[src/rtl/ifu_fetch_pkg.sv]
// Shared definitions for the instruction fetch stage: state encoding,
// default reset PC and instruction size.
package ifu_fetch_pkg;

   typedef enum logic [1:0] {
      ST_REQ  = 2'd0,
      ST_WAIT = 2'd1,
      ST_HOLD = 2'd2
   } fetch_state_e;

   localparam logic [31:0] RESET_PC_DEFAULT = 32'h8000_0000;
   localparam int unsigned INST_BYTES       = 32'd4;

endpackage

[src/rtl/ifu_fetch.sv]
// Instruction fetch stage: owns the PC, keeps one request outstanding to
// instruction memory and hands pc/inst with a write-enable pulse to decode.
module ifu_fetch
   import ifu_fetch_pkg::*;
#(
   parameter int                XLEN     = 32,
   parameter logic [XLEN-1:0]   RESET_PC = RESET_PC_DEFAULT
)(
   input  logic             clock,
   input  logic             reset,
   input  logic             redirect_valid_i,
   input  logic [XLEN-1:0]  redirect_pc_i,
   input  logic             stall_i,
   output logic             imem_req_valid_o,
   input  logic             imem_req_ready_i,
   output logic [XLEN-1:0]  imem_req_addr_o,
   input  logic             imem_resp_valid_i,
   input  logic [XLEN-1:0]  imem_resp_data_i,
   output logic             we_o,
   output logic [XLEN-1:0]  pc_o,
   output logic [XLEN-1:0]  inst_o
);

   localparam logic [XLEN-1:0] ALIGN_MASK = ~(XLEN'(2'd3));
   localparam logic [XLEN-1:0] PC_STEP    = XLEN'(INST_BYTES);

   fetch_state_e    state_q,    state_d;
   logic [XLEN-1:0] pc_q,       pc_d;
   logic [XLEN-1:0] req_pc_q,   req_pc_d;
   logic            kill_q,     kill_d;
   logic [XLEN-1:0] pc_buf_q,   pc_buf_d;
   logic [XLEN-1:0] inst_buf_q, inst_buf_d;

   logic [XLEN-1:0] target_s;
   logic            req_valid_s;
   logic            we_s;

   // State and datapath registers; reset abandons any in-flight transaction.
   always_ff @(posedge clock) begin
      if (reset) begin
         state_q    <= ST_REQ;
         pc_q       <= RESET_PC;
         req_pc_q   <= '0;
         kill_q     <= 1'b0;
         pc_buf_q   <= '0;
         inst_buf_q <= '0;
      end else begin
         state_q    <= state_d;
         pc_q       <= pc_d;
         req_pc_q   <= req_pc_d;
         kill_q     <= kill_d;
         pc_buf_q   <= pc_buf_d;
         inst_buf_q <= inst_buf_d;
      end
   end

   // Next-state logic; a redirect overrides every other event in each state.
   always_comb begin
      state_d     = state_q;
      pc_d        = pc_q;
      req_pc_d    = req_pc_q;
      kill_d      = kill_q;
      pc_buf_d    = pc_buf_q;
      inst_buf_d  = inst_buf_q;
      req_valid_s = 1'b0;
      we_s        = 1'b0;
      target_s    = redirect_pc_i & ALIGN_MASK;

      case (state_q)
         ST_REQ: begin
            req_valid_s = 1'b1;
            // An accepted handshake is a real transaction even when a redirect
            // lands in the same cycle, so its response must be thrown away.
            if (imem_req_ready_i) begin
               req_pc_d = pc_q;
               kill_d   = redirect_valid_i;
               state_d  = ST_WAIT;
            end else begin
               state_d  = ST_REQ;
            end
            if (redirect_valid_i) begin
               pc_d = target_s;
            end else begin
               pc_d = pc_q;
            end
         end

         ST_WAIT: begin
            if (redirect_valid_i) begin
               pc_d = target_s;
               if (imem_resp_valid_i) begin
                  kill_d  = 1'b0;
                  state_d = ST_REQ;
               end else begin
                  kill_d  = 1'b1;
               end
            end else if (imem_resp_valid_i) begin
               if (kill_q) begin
                  kill_d  = 1'b0;
                  state_d = ST_REQ;
               end else begin
                  inst_buf_d = imem_resp_data_i;
                  pc_buf_d   = req_pc_q;
                  state_d    = ST_HOLD;
               end
            end else begin
               state_d = ST_WAIT;
            end
         end

         ST_HOLD: begin
            if (redirect_valid_i) begin
               pc_d    = target_s;
               state_d = ST_REQ;
            end else if (!stall_i) begin
               we_s    = 1'b1;
               pc_d    = pc_buf_q + PC_STEP;
               state_d = ST_REQ;
            end else begin
               state_d = ST_HOLD;
            end
         end

         default: begin
            kill_d  = 1'b0;
            state_d = ST_REQ;
         end
      endcase
   end

   assign imem_req_valid_o = req_valid_s & ~reset;
   assign imem_req_addr_o  = pc_q;
   assign we_o             = we_s & ~reset;
   assign pc_o             = pc_buf_q;
   assign inst_o           = inst_buf_q;

endmodule
[config.mk]
export PLATFORM = sky130hd
export DESIGN_NAME = ifu_fetch
export DESIGN_NICKNAME = d
export VERILOG_FILES = /design/src/rtl/ifu_fetch_pkg.sv /design/src/rtl/ifu_fetch.sv
export SDC_FILE = /design/constraint.sdc
export NUM_CORES = 1
export LEC_CHECK = 0
export CAP_MARGIN = 20
export CORE_MARGIN = 5
export CORE_UTILIZATION = 35
export DETAILED_ROUTE_END_ITERATION = 8
export SLEW_MARGIN = 20
export SYNTH_ARGS = -nofsm -noshare
export SYNTH_HDL_FRONTEND = slang
export SYNTH_SLANG_ARGS = --single-unit
[constraint.sdc]
create_clock -name clock -period 3.44 [get_ports clock]
set_input_delay 0.344 -clock clock [delete_from_list [all_inputs] [get_ports clock]]
set_output_delay 0.344 -clock clock [all_outputs]
set_load 0.03 [all_outputs]
## Word-level counts from Yosys, hierarchy flattened

Index checks and enable logic that the tools add are counted.

| storage, ports and cells | value |
|---|---|
| register bits after elaboration | 131 |
| output and inout bits | 98 |
| word-level logic and storage cells | 48 |

| operators by class | value |
|---|---|
| bitwise operators | 6 |
| add/subtract/negate cells | 1 |
| eq/ne operators | 7 |
| reductions and logical operators | 7 |
| muxes and demuxes | 21 |

Operators with widths:

| cell | count |
|---|---|
| 2-to-1 mux 32 bit | 3 |
| one-hot mux 32 bit (2 select lines) | 1 |
| adder 32 x 3 -> 32 bit (second input constant) | 1 |
| 2-to-1 mux 2 bit | 6 |
| 2-to-1 mux 1 bit | 9 |
| inequality test 3 bit (second input constant) | 3 |
| one-hot mux 2 bit (3 select lines) | 1 |
| AND reduction 3 bit | 2 |
| NOT 1 bit | 4 |
| AND reduction 4 bit | 1 |
| one-hot mux 1 bit (3 select lines) | 1 |
| bitwise AND 1 bit | 2 |
| equality test 2 x 1 -> 1 bit (second input constant) | 1 |
| equality test 2 bit (second input constant) | 1 |
| logical NOT 2 bit | 1 |
| inequality test 2 x 1 -> 1 bit (second input constant) | 1 |
| inequality test 2 bit (second input constant) | 1 |
| AND reduction 2 bit | 1 |
| nonzero test 2 bit | 1 |
| OR reduction 2 bit | 1 |

## Depth between registers and ports, before layout

Gate-level depths: netlist of the first run.

| depth | value |
|---|---|
| word-level depth | 4 |
| depth in mapped cells | 8 |

## Worst setup path after synthesis of the first run

Ideal clock, no wire load.

| timing | value |
|---|---|
| path kind | register -> register |
| from | register pc_buf_q[5], in the netlist pc_o[5] |
| to | register pc_q[23], in the netlist imem_req_addr_o[23] |
| arrival | 1998 ps |
| path slack | 1338 ps |
| stages on the path, launching flop included | 7 |
| setup time | 103 ps |
| path through | dfxtp_1 > nand3_2 > or4_4 > buf_6 > nor3_4 > xnor2_1 > a2111oi_2 |

| between the ends | value |
|---|---|
| word-level cells in the longest chain between the ends | 4 |

RTL lines:

| what | line | source |
|---|---|---|
| start, declared | ifu_fetch.sv:31 | `logic [XLEN-1:0] pc_buf_q, pc_buf_d;` |
| start signal, assigned | ifu_fetch.sv:52 | `pc_buf_q <= pc_buf_d;` |
| adder 32 x 3 -> 32 bit | ifu_fetch.sv:117 | `pc_d = pc_buf_q + PC_STEP;` |
| 2-to-1 mux 32 bit | ifu_fetch.sv:115 | `end else if (!stall_i) begin` |
| 2-to-1 mux 32 bit | ifu_fetch.sv:112 | `if (redirect_valid_i) begin` |
| one-hot mux 32 bit (2 select lines) | ifu_fetch.sv:69 | `case (state_q)` |
| end signal, assigned | ifu_fetch.sv:49 | `pc_q <= pc_d;` |
| end, declared | ifu_fetch.sv:28 | `logic [XLEN-1:0] pc_q, pc_d;` |

Every way passes these cells. The select of a mux whose other input is x is not followed.
A chain may end at the register's enable or synchronous reset.

## Final worst setup path of the first run

| timing | value |
|---|---|
| from | input port redirect_valid_i |
| to | output port we_o |

| between the ends | value |
|---|---|
| word-level cells in the longest chain between the ends | 3 |

RTL lines:

| what | line | source |
|---|---|---|
| start, declared | ifu_fetch.sv:11 | `input logic redirect_valid_i,` |
| 2-to-1 mux 1 bit | ifu_fetch.sv:112 |  |
| 2-to-1 mux 1 bit | ifu_fetch.sv:69 |  |
| bitwise AND 1 bit | ifu_fetch.sv:133 | `assign we_o = we_s & ~reset;` |
| end, declared | ifu_fetch.sv:19 | `output logic we_o,` |

Every way passes these cells.

==> results of run 1 <==
[layer usage]
metal | track usage (%) | part of all wire (%)
met1 | 24.7 | 44
met2 | 30.6 | 47
met3 | 5.37 | 7.1
met4 | 5.82 | 1.5
met5 | 0 | 0
[final cells by class]
class	count	area, um^2
Clock buffer	23	488
Clock inverter	6	55.1
Fill cell	1480	7480
Inverter	8	30.0
Multi-Input combinational cell	518	2590
Sequential cell	131	2620
Tap cell	211	264
Timing Repair Buffer	176	1730
[flip-flops by register name, summed over array words and instances (netlist names)]
| signal | flops |
|---|---|
| imem_req_addr_o | 32 |
| inst_o | 32 |
| pc_o | 32 |
| req_pc_q | 32 |
| state_q | 2 |
| kill_q | 1 |
[metrics by stage]
stage	setup WS (ns)	util [%]	area, um^2	hold slack [ns]
detailed placement	0.898	47.4	7230	0.446
global placement	0.884	47.4	7230	0.436
floorplan	1.34	-	5470	0.432
CTS	0.894	51.0	7770	0.346
global route	0.794	51.0	7770	0.369
finish	0.858	51.0	7770	0.356
[logic make-up (layout without fill, tap and decap cells)]
logic type	Yosys count	count (layout)
fa+ha+maj	1	1
buf+inv	59	213
simple gates	325	325
xor+xnor	28	28
compound gates	163	163
flops	131	131
mux	1	1
[critical path, stage by stage]
cell	delay (ns)
clkdlybuf4s50_1	0.62
nor2_1	0.17
nand2_1	0.08
or3_1	0.58
inv_1	0.25
buf_4	0.20
[Yosys cell counts (all sizes together), types with 2 or more instances]
master  instances
dfxtp         131
a21boi         11
nand4           7
a21o            4
buf             5
nor4            4
xnor2          16
nand2b          2
o22ai          10
a21oi         116
nand3          25
and4            3
a221oi          2
a211oi          3
nor2b           2
clkbuf         46
nor2           33
or3             4
o21ai           8
nor3           16
a211o           2
xor2           12
nand2         222
inv             8
[power breakdown]
part	leakage (nW)	switching (mW)	total, mW	internal [mW]
Sequential	1.06	0.0356	1.60	1.57
Clock	0.274	0.614	1.67	1.05
Combinational	1.32	0.215	0.388	0.172
Total	2.66	0.865	3.65	2.79
[how the worst max path moves through the flow]
stage	start	endpoint	cells past startpoint
after floorplan	pc_o[5]$_SDFFE_PP0P_	imem_req_addr_o[23]$_SDFFE_PP0P_	6
after global routing	redirect_valid_i	we_o	6
final	redirect_valid_i	we_o	6
after detailed placement	redirect_valid_i	we_o	6
after global placement	redirect_valid_i	we_o	6
after CTS	redirect_valid_i	we_o	6
==> qor.csv, run 1 <==
metric;value;unit
status;complete, no violations;
power per standard cell area;470;nW/um^2
worst reg2reg startpoint;pc_o[2]$_SDFFE_PP0P_;
syn nets;779;
# IOs;168;
RD Place Congestion;0.765;
clk root buf;clkbuf_16;
Port Buffers;165;
adder-cell share of the synthesized area;0.229;%
CORE AREA;15300;um^2
DRC;0;
VDD IR max;0.296;mV
total power;3.65;mW
Synth cell types;46;
cell count after synthesis;708;
post-route setup TNS;0;ns
simple-gate share of the synthesized area;25.4;%
async set-reset flop share out of synthesis;0;%
flop-to-flop setup slack;1.05;ns
synthesized flop and latch total;131;
Hold WC Path Type;input port to register;
Crit. End Element;primary output;
final setup fails;0;
largest net degree at the start of global routing;102;
clk slew on worst S/H paths;0.05;ns
final net count;923;
CTS tree;built;
Hold Path End;inst_o[5]$_SDFFE_PP0P_;
placed insts;1044;
final cell count without fillers;1073;
Worst R2R Path Depth;6;
xor-xnor portion of the synthesized cell area;4.49;%
main flop type after synthesis;dfxtp_1;
Post-CTS Resized;0;
initial antenna violation count;0;
main combinational cell family by area after synthesis;simple AND/OR/NAND/NOR gates;
CTS Sinks;131;
Final period util;75.1;%
post-detail-place hpwl;11.4;mm
mux cell area share after synthesis;0.183;%
leading area contributor after synthesis;dfxtp_1;
die width;135;um
post-layout min period;2.58;ns
DRT antenna net count;0;
hold depth;2;
share of cells above drive strength 1;5.80;%
Synth Area in Compound Gates;16.7;%
most frequent cells in the layout;222 x nand2_1, 163 x clkdlybuf4s50_1, 131 x dfxtp_1;
number of global-route vias before repair;5387;
cts hold-fix bufs;0;
worst-case clock buffer depth;2;
Syn. warnings;0;
r2r endpoint;imem_req_addr_o[30]$_SDFFE_PP0P_;
postcts setup bufs;0;
First DRT Iteration DRCs;281;
Final Max Slew Viols;0;
Die Y;135;um
Post-Syn Area;5470;um^2
critical path startpoint category;input port;
leakage;2.66;nW
P&R area growth vs syn;42.2;%
Worst EP arrival;2.24;ns
Initial DRT Pass Iterations;5;
Max Fclk;0.387;GHz
worst rel slew slack;29.8;%
global-route wire length before repair;27.8;mm
clock skew;0.00441;ns
Skew-Pair Late Insertion Delay;0.40;ns
most common cell after layout, fill and taps aside;nand2_1;
Seq/Total Area, Yosys;48.0;%
Critical Path RT;3.10;ns
GR Overflow Total;0;
row cnt;45;
total track usage;19.0;%
die area;18200;um^2
Synth top area share;48.0;%
Ant. Diodes;0;
final WL;17.3;mm
Hold Vio Cnt, Final;0;
Initial Util;35.8;%
H-tree depth;4;
pin slew with the least headroom to its limit;1.05;ns
RSZ-0062 raised after global routing;no;
critical path type;input port to primary output;
Routed wire per std cell;16.1;um
HP Start;reset;
via count;5400;
MaxCap Viol Count;0;
top cells by area, synth;dfxtp_1 48%, nand2_1 15%, a21oi_1 11%, clkbuf_1 3.0%, xnor2_1 2.6%;
DR vias/cell;5.03;
critical path fanouts, max;11;
number of flops mapped to enable cells by yosys;0;
syn_area_per_cell;7.72;um^2
CTS buffer count;17;
(Power assumes the default switching activity.)
==> inputs of run 2 (changes only) <==
clock period = 2.65 ns   (was 3.44 ns; I/O delays follow)
==> run 2 against run 1 <==
Routed wire length fell by 0.12%. Power increased by 36%. Non-clock buffer count is 7 higher. Sequential cell count did not move. Critical path depth shrank 1. Sequential power increased by 30%. Cell count up 0.93%. Via count increased by 0.48%. First-iteration DRC count down 11%. Cell area up 1.8%. Clock power grew 43%. Critical path type is now register to primary output. Critical endpoint unchanged. Largest power group unchanged. Highest routed layer is now met5.
==> qor.csv, run 2 (same netlist as run 1, synthesis figures left out) <==
metric;value;unit;change
CORE AREA;15300;um^2;unchanged
Initial Util;35.8;%;unchanged
DRT antenna net count;0;;unchanged
P&R area growth vs syn;44.7;%;
Crit. End Element;primary output;;
global-route wire length before repair;27.7;mm;-0.50%
post-route setup TNS;0;ns;unchanged
Port Buffers;165;;unchanged
postcts setup bufs;0;;unchanged
total track usage;18.9;%;-0.045 points
Max Fclk;0.446;GHz;
VDD IR max;0.398;mV;+35%
Post-CTS Resized;0;;unchanged
P_int;3.76;mW;+35%
switching share of total power;24.4;%;+0.71 points
final WL;17.3;mm;-0.12%
initial antenna violation count;1;;+1
final cell count without fillers;1083;;+0.93%
part of the power in combinational logic;10.2;%;-0.4 points
Critical Path RT;2.38;ns;-0.72 ns
most common cell after layout, fill and taps aside;nand2_1;;
Hold WC Path Type;input port to register;;
most frequent cells in the layout;222 x nand2_1, 163 x clkdlybuf4s50_1, 131 x dfxtp_1;;
CTS buffer count;17;;unchanged
Skew-Pair Late Insertion Delay;0.42;ns;+0.02 ns
largest net degree at the start of global routing;57;;-44%
Final Max Slew Viols;0;;unchanged
critical path startpoint category;register;;
Worst EP arrival;1.97;ns;-0.27 ns
worst-case clock buffer depth;2;;unchanged
pin slew with the least headroom to its limit;0.629;ns;-0.424 ns
Clk pwr share;48.0;%;+2.4 points
leakage;2.71;nW;+2.2%
share of cells above drive strength 1;7.00;%;+1.2 points
die width;135;um;unchanged
First DRT Iteration DRCs;249;;-11%
MaxCap Viol Count;0;;unchanged
post-layout min period;2.24;ns;
CTS tree;built;;
number of global-route vias before repair;5333;;-1.0%
clk slew on worst S/H paths;0.06;ns;about the same
via count;5426;;+0.48%
final net count;930;;+0.76%
Final period util;84.5;%;
CTS Sinks;131;;unchanged
DRC;0;;unchanged
power per standard cell area;629;nW/um^2;+34%
GR Overflow Total;0;;unchanged
Hold Vio Cnt, Final;0;;unchanged
Initial DRT Pass Iterations;5;;unchanged
RD Place Congestion;0.754;;-1.4%
worst rel slew slack;58.1;%;+28 points
critical path fanouts, max;13;;+2
clock skew;0.00659;ns;+0.00219 ns
sequential fraction of design power;41.7;%;-2.1 points
clk root buf;clkbuf_16;;
FILL cells;1484;;+0.27%
DR vias/cell;5.01;;-0.45%
RSZ-0062 raised after global routing;no;;
net load switching power;1.21;mW;+40%
die area;18200;um^2;unchanged
total power;4.97;mW;+36%
Die Y;135;um;unchanged
row cnt;45;;unchanged
Routed wire per std cell;16.0;um;-1.0%
# IOs;168;;unchanged
final setup fails;0;;unchanged
placed insts;1051;;+0.67%
cts hold-fix bufs;0;;unchanged
Ant. Diodes;0;;unchanged
status;complete, no violations;;
post-detail-place hpwl;11.4;mm;+0.56%
H-tree depth;4;;unchanged
critical path type;register to primary output;;
[run 2: final timing paths]
path | startpoint | endpoint | slack (ns) | cells after the start
worst max-delay path | state_q[1]$_SDFFE_PP0N_ | we_o | 0.41 | 5
worst min-delay path | reset | pc_o[22]$_SDFFE_PP0P_ | 0.37 | 2
worst max register to register | pc_o[2]$_SDFFE_PP0P_ | imem_req_addr_o[30]$_SDFFE_PP0P_ | 0.48 | 6
worst min register to register | req_pc_q[22]$_SDFFE_PP0N_ | pc_o[22]$_SDFFE_PP0P_ | 0.45 | 2
[run 2: through the flow]
stage          util [%]  setup slack (ns)  area (um^2)  hold WS [ns]
6_report           51.8             0.410         7910         0.371
5_1_grt            51.8             0.290         7910         0.385
4_1_cts            51.8             0.411         7910         0.360
3_3_place_gp       47.9             0.555         7310         0.435
2_1_floorplan         -             0.548         5470         0.401
3_5_place_dp       47.9             0.513         7310         0.443
[run 2: critical path, cell delays in order (launching register included)]
cell and delay [ns]:
dfxtp_1 0.56, nand2_1 0.13, or3_1 0.33, buf_4 0.20, inv_1 0.16, buf_4 0.19
[run 2: area by class of cell]
type,count,area [um^2],area share [%]
multi-input cells,518,2590,32.7
clock inverters,13,159,2.01
clock buffers,19,443,5.60
inverters,8,30.0,0.380
repair buffers,183,1810,22.8
flip-flops and latches,131,2620,33.1
well taps,211,264,3.34
[run 2: power by group through the flow]
| stage | registers [mW] | logic (mW) | clock network (mW) |
|---|---|---|---|
| floorplan | 2.19 | 0.189 | 0 |
| detailed placement | 2.12 | 0.513 | 0 |
| finish | 2.08 | 0.510 | 2.39 |
| global placement | 2.12 | 0.509 | 0 |
| global route | 2.08 | 0.552 | 2.53 |
| CTS | 2.08 | 0.516 | 2.44 |
[run 2: routing by layer]
metal / wire length, um / GRT usage, %
met1: 7670 / 24.7
met2: 8100 / 30.6
met3: 1380 / 6.26
met4: 140 / 4.31
met5: 11 / 0
==> inputs of run 3 (changes only) <==
clock period = 2.2 ns   (was 2.65 ns; I/O delays follow)
==> run 3 against run 2 <==
Utilization rose by 0.28 points. Non-clock buffer count rose by 9. Critical endpoint unchanged. Sequential share of layout area fell by 0.18 points. Sequential power rose by 20%. Power rose by 15%.
==> qor.csv, run 3 (same netlist as run 1, synthesis figures left out) <==
metric;value;unit;change
status;complete, no violations;;
Final period util;91.3;%;
# IOs;168;;unchanged
postcts setup bufs;0;;unchanged
worst rel slew slack;57.3;%;-0.79 points
Routed wire per std cell;15.9;um;-0.51%
post-route setup TNS;0;ns;unchanged
placed cell areas;7400;um^2;+1.3%
Critical Path RT;1.98;ns;-0.40 ns
post-layout min period;2.01;ns;
DRC;0;;unchanged
GR Overflow Total;0;;unchanged
CTS Sinks;131;;unchanged
die area;18200;um^2;unchanged
pin slew with the least headroom to its limit;0.641;ns;+0.0118 ns
post-detail-place hpwl;11.7;mm;+2.4%
total power;5.70;mW;+15%
leakage;2.76;nW;+1.5%
power per standard cell area;717;nW/um^2;+14%
RD Place Congestion;0.782;;+3.6%
clk root buf;clkbuf_16;;
final cell count without fillers;1092;;+0.83%
placed insts;1060;;+0.86%
largest net degree at the start of global routing;62;;+8.8%
Post-CTS Resized;0;;unchanged
P&R area growth vs syn;45.5;%;
clock skew;0.00879;ns;+0.00219 ns
final WL;17.4;mm;+0.32%
Final Instance Area;7950;um^2;+0.54%
CP peak stage delay;0.62;ns;+0.06 ns
number of global-route vias before repair;5536;;+3.8%
CTS buffer count;17;;unchanged
die width;135;um;unchanged
critical path type;input port to primary output;;
RSZ-0062 raised after global routing;no;;
Hold WC Path Type;input port to register;;
First DRT Iteration DRCs;316;;+27%
final core occ;52.1;%;+0.28 points
Port Buffers;165;;unchanged
Skew-Pair Late Insertion Delay;0.41;ns;about the same
critical path fanouts, max;11;;-2
slowest CP cell;clkdlybuf4s50_1;;
clk slew on worst S/H paths;0.05;ns;about the same
H-tree depth;4;;unchanged
most common cell after layout, fill and taps aside;nand2_1;;
global-route wire length before repair;28.1;mm;+1.6%
total track usage;19.3;%;+0.36 points
Crit. End Element;primary output;;
via count;5406;;-0.37%
critical path startpoint category;input port;;
DRT antenna net count;0;;unchanged
VDD IR max;0.541;mV;+36%
initial antenna violation count;0;;-1
cts hold-fix bufs;0;;unchanged
CORE AREA;15300;um^2;unchanged
final setup fails;0;;unchanged
Hold Vio Cnt, Final;0;;unchanged
row cnt;45;;unchanged
DR vias/cell;4.95;;-1.2%
Final Max Slew Viols;0;;unchanged
Ant. Diodes;0;;unchanged
share of cells above drive strength 1;7.95;%;+0.95 points
Max Fclk;0.498;GHz;
worst-case clock buffer depth;2;;unchanged
CTS tree;built;;
MaxCap Viol Count;0;;unchanged
most frequent cells in the layout;222 x nand2_1, 163 x clkdlybuf4s50_1, 131 x dfxtp_1;;
Initial Util;35.8;%;unchanged
CP Cell Sequence;clkdlybuf4s50_1, nor2_1, nand2_1, or3_1, inv_1, buf_4;;
Die Y;135;um;unchanged
final net count;939;;+0.97%
Initial DRT Pass Iterations;4;;-1
Worst EP arrival;1.79;ns;-0.18 ns
-- run 3: changes by cell type in the layout (fill, tap and decap cells not counted) --
cell,delta
buf_12,+2
buf_4,+7
bufinv_16,-3
clkbuf_8,+4
clkinv_2,+2
clkinv_4,-1
clkinvlp_4,-1
inv_6,-1
-- run 3: worst max-delay path, delay by kind of cell --
family | cells | cell delay, ns
buffers and inverters | 3 | 0.96
and+or+nand+nor | 3 | 0.60
-- run 3: layer usage --
metal	share of wire, %	wire, um	track usage (%)
met1	45	7870	24.9
met2	47	8190	31.7
met3	6.5	1130	5.22
met4	1.0	177	5.60
met5	0	0	0
-- run 3: cell type report --
class / count / area, um^2
Clock buffer: 23 / 498
Clock inverter: 9 / 53.8
Sequential cell: 131 / 2620
Timing Repair Buffer: 192 / 1900
Tap cell: 211 / 264
Inverter: 8 / 30.0
Fill cell: 1480 / 7300
Multi-Input combinational cell: 518 / 2590
-- run 3: through the flow --
stage	setup WS, ns	hold WS, ns
4_1_cts	0.206	0.230
3_3_place_gp	0.214	0.436
6_report	0.191	0.252
2_1_floorplan	0.0984	0.356
3_5_place_dp	0.127	0.444
5_1_grt	0.0753	0.261
-- run 3: where the power goes --
part	total, mW	internal [mW]	switching [mW]
registers	2.50	2.45	0.0541
logic	0.621	0.281	0.341
clock network	2.58	1.58	0.999
-- run 3: worst paths after layout --
| path | cells after the start | slack [ns] | end | startpoint |
|---|---|---|---|---|
| worst max-delay path | 6 | 0.19 | we_o | redirect_valid_i |
| worst min-delay path | 2 | 0.25 | req_pc_q[23]$_SDFFE_PP0N_ | reset |
| worst min register to register | 2 | 0.45 | pc_o[4]$_SDFFE_PP0P_ | req_pc_q[4]$_SDFFE_PP0N_ |
| worst max register to register | 6 | 0.24 | imem_req_addr_o[22]$_SDFFE_PP0P_ | pc_o[2]$_SDFFE_PP0P_ |
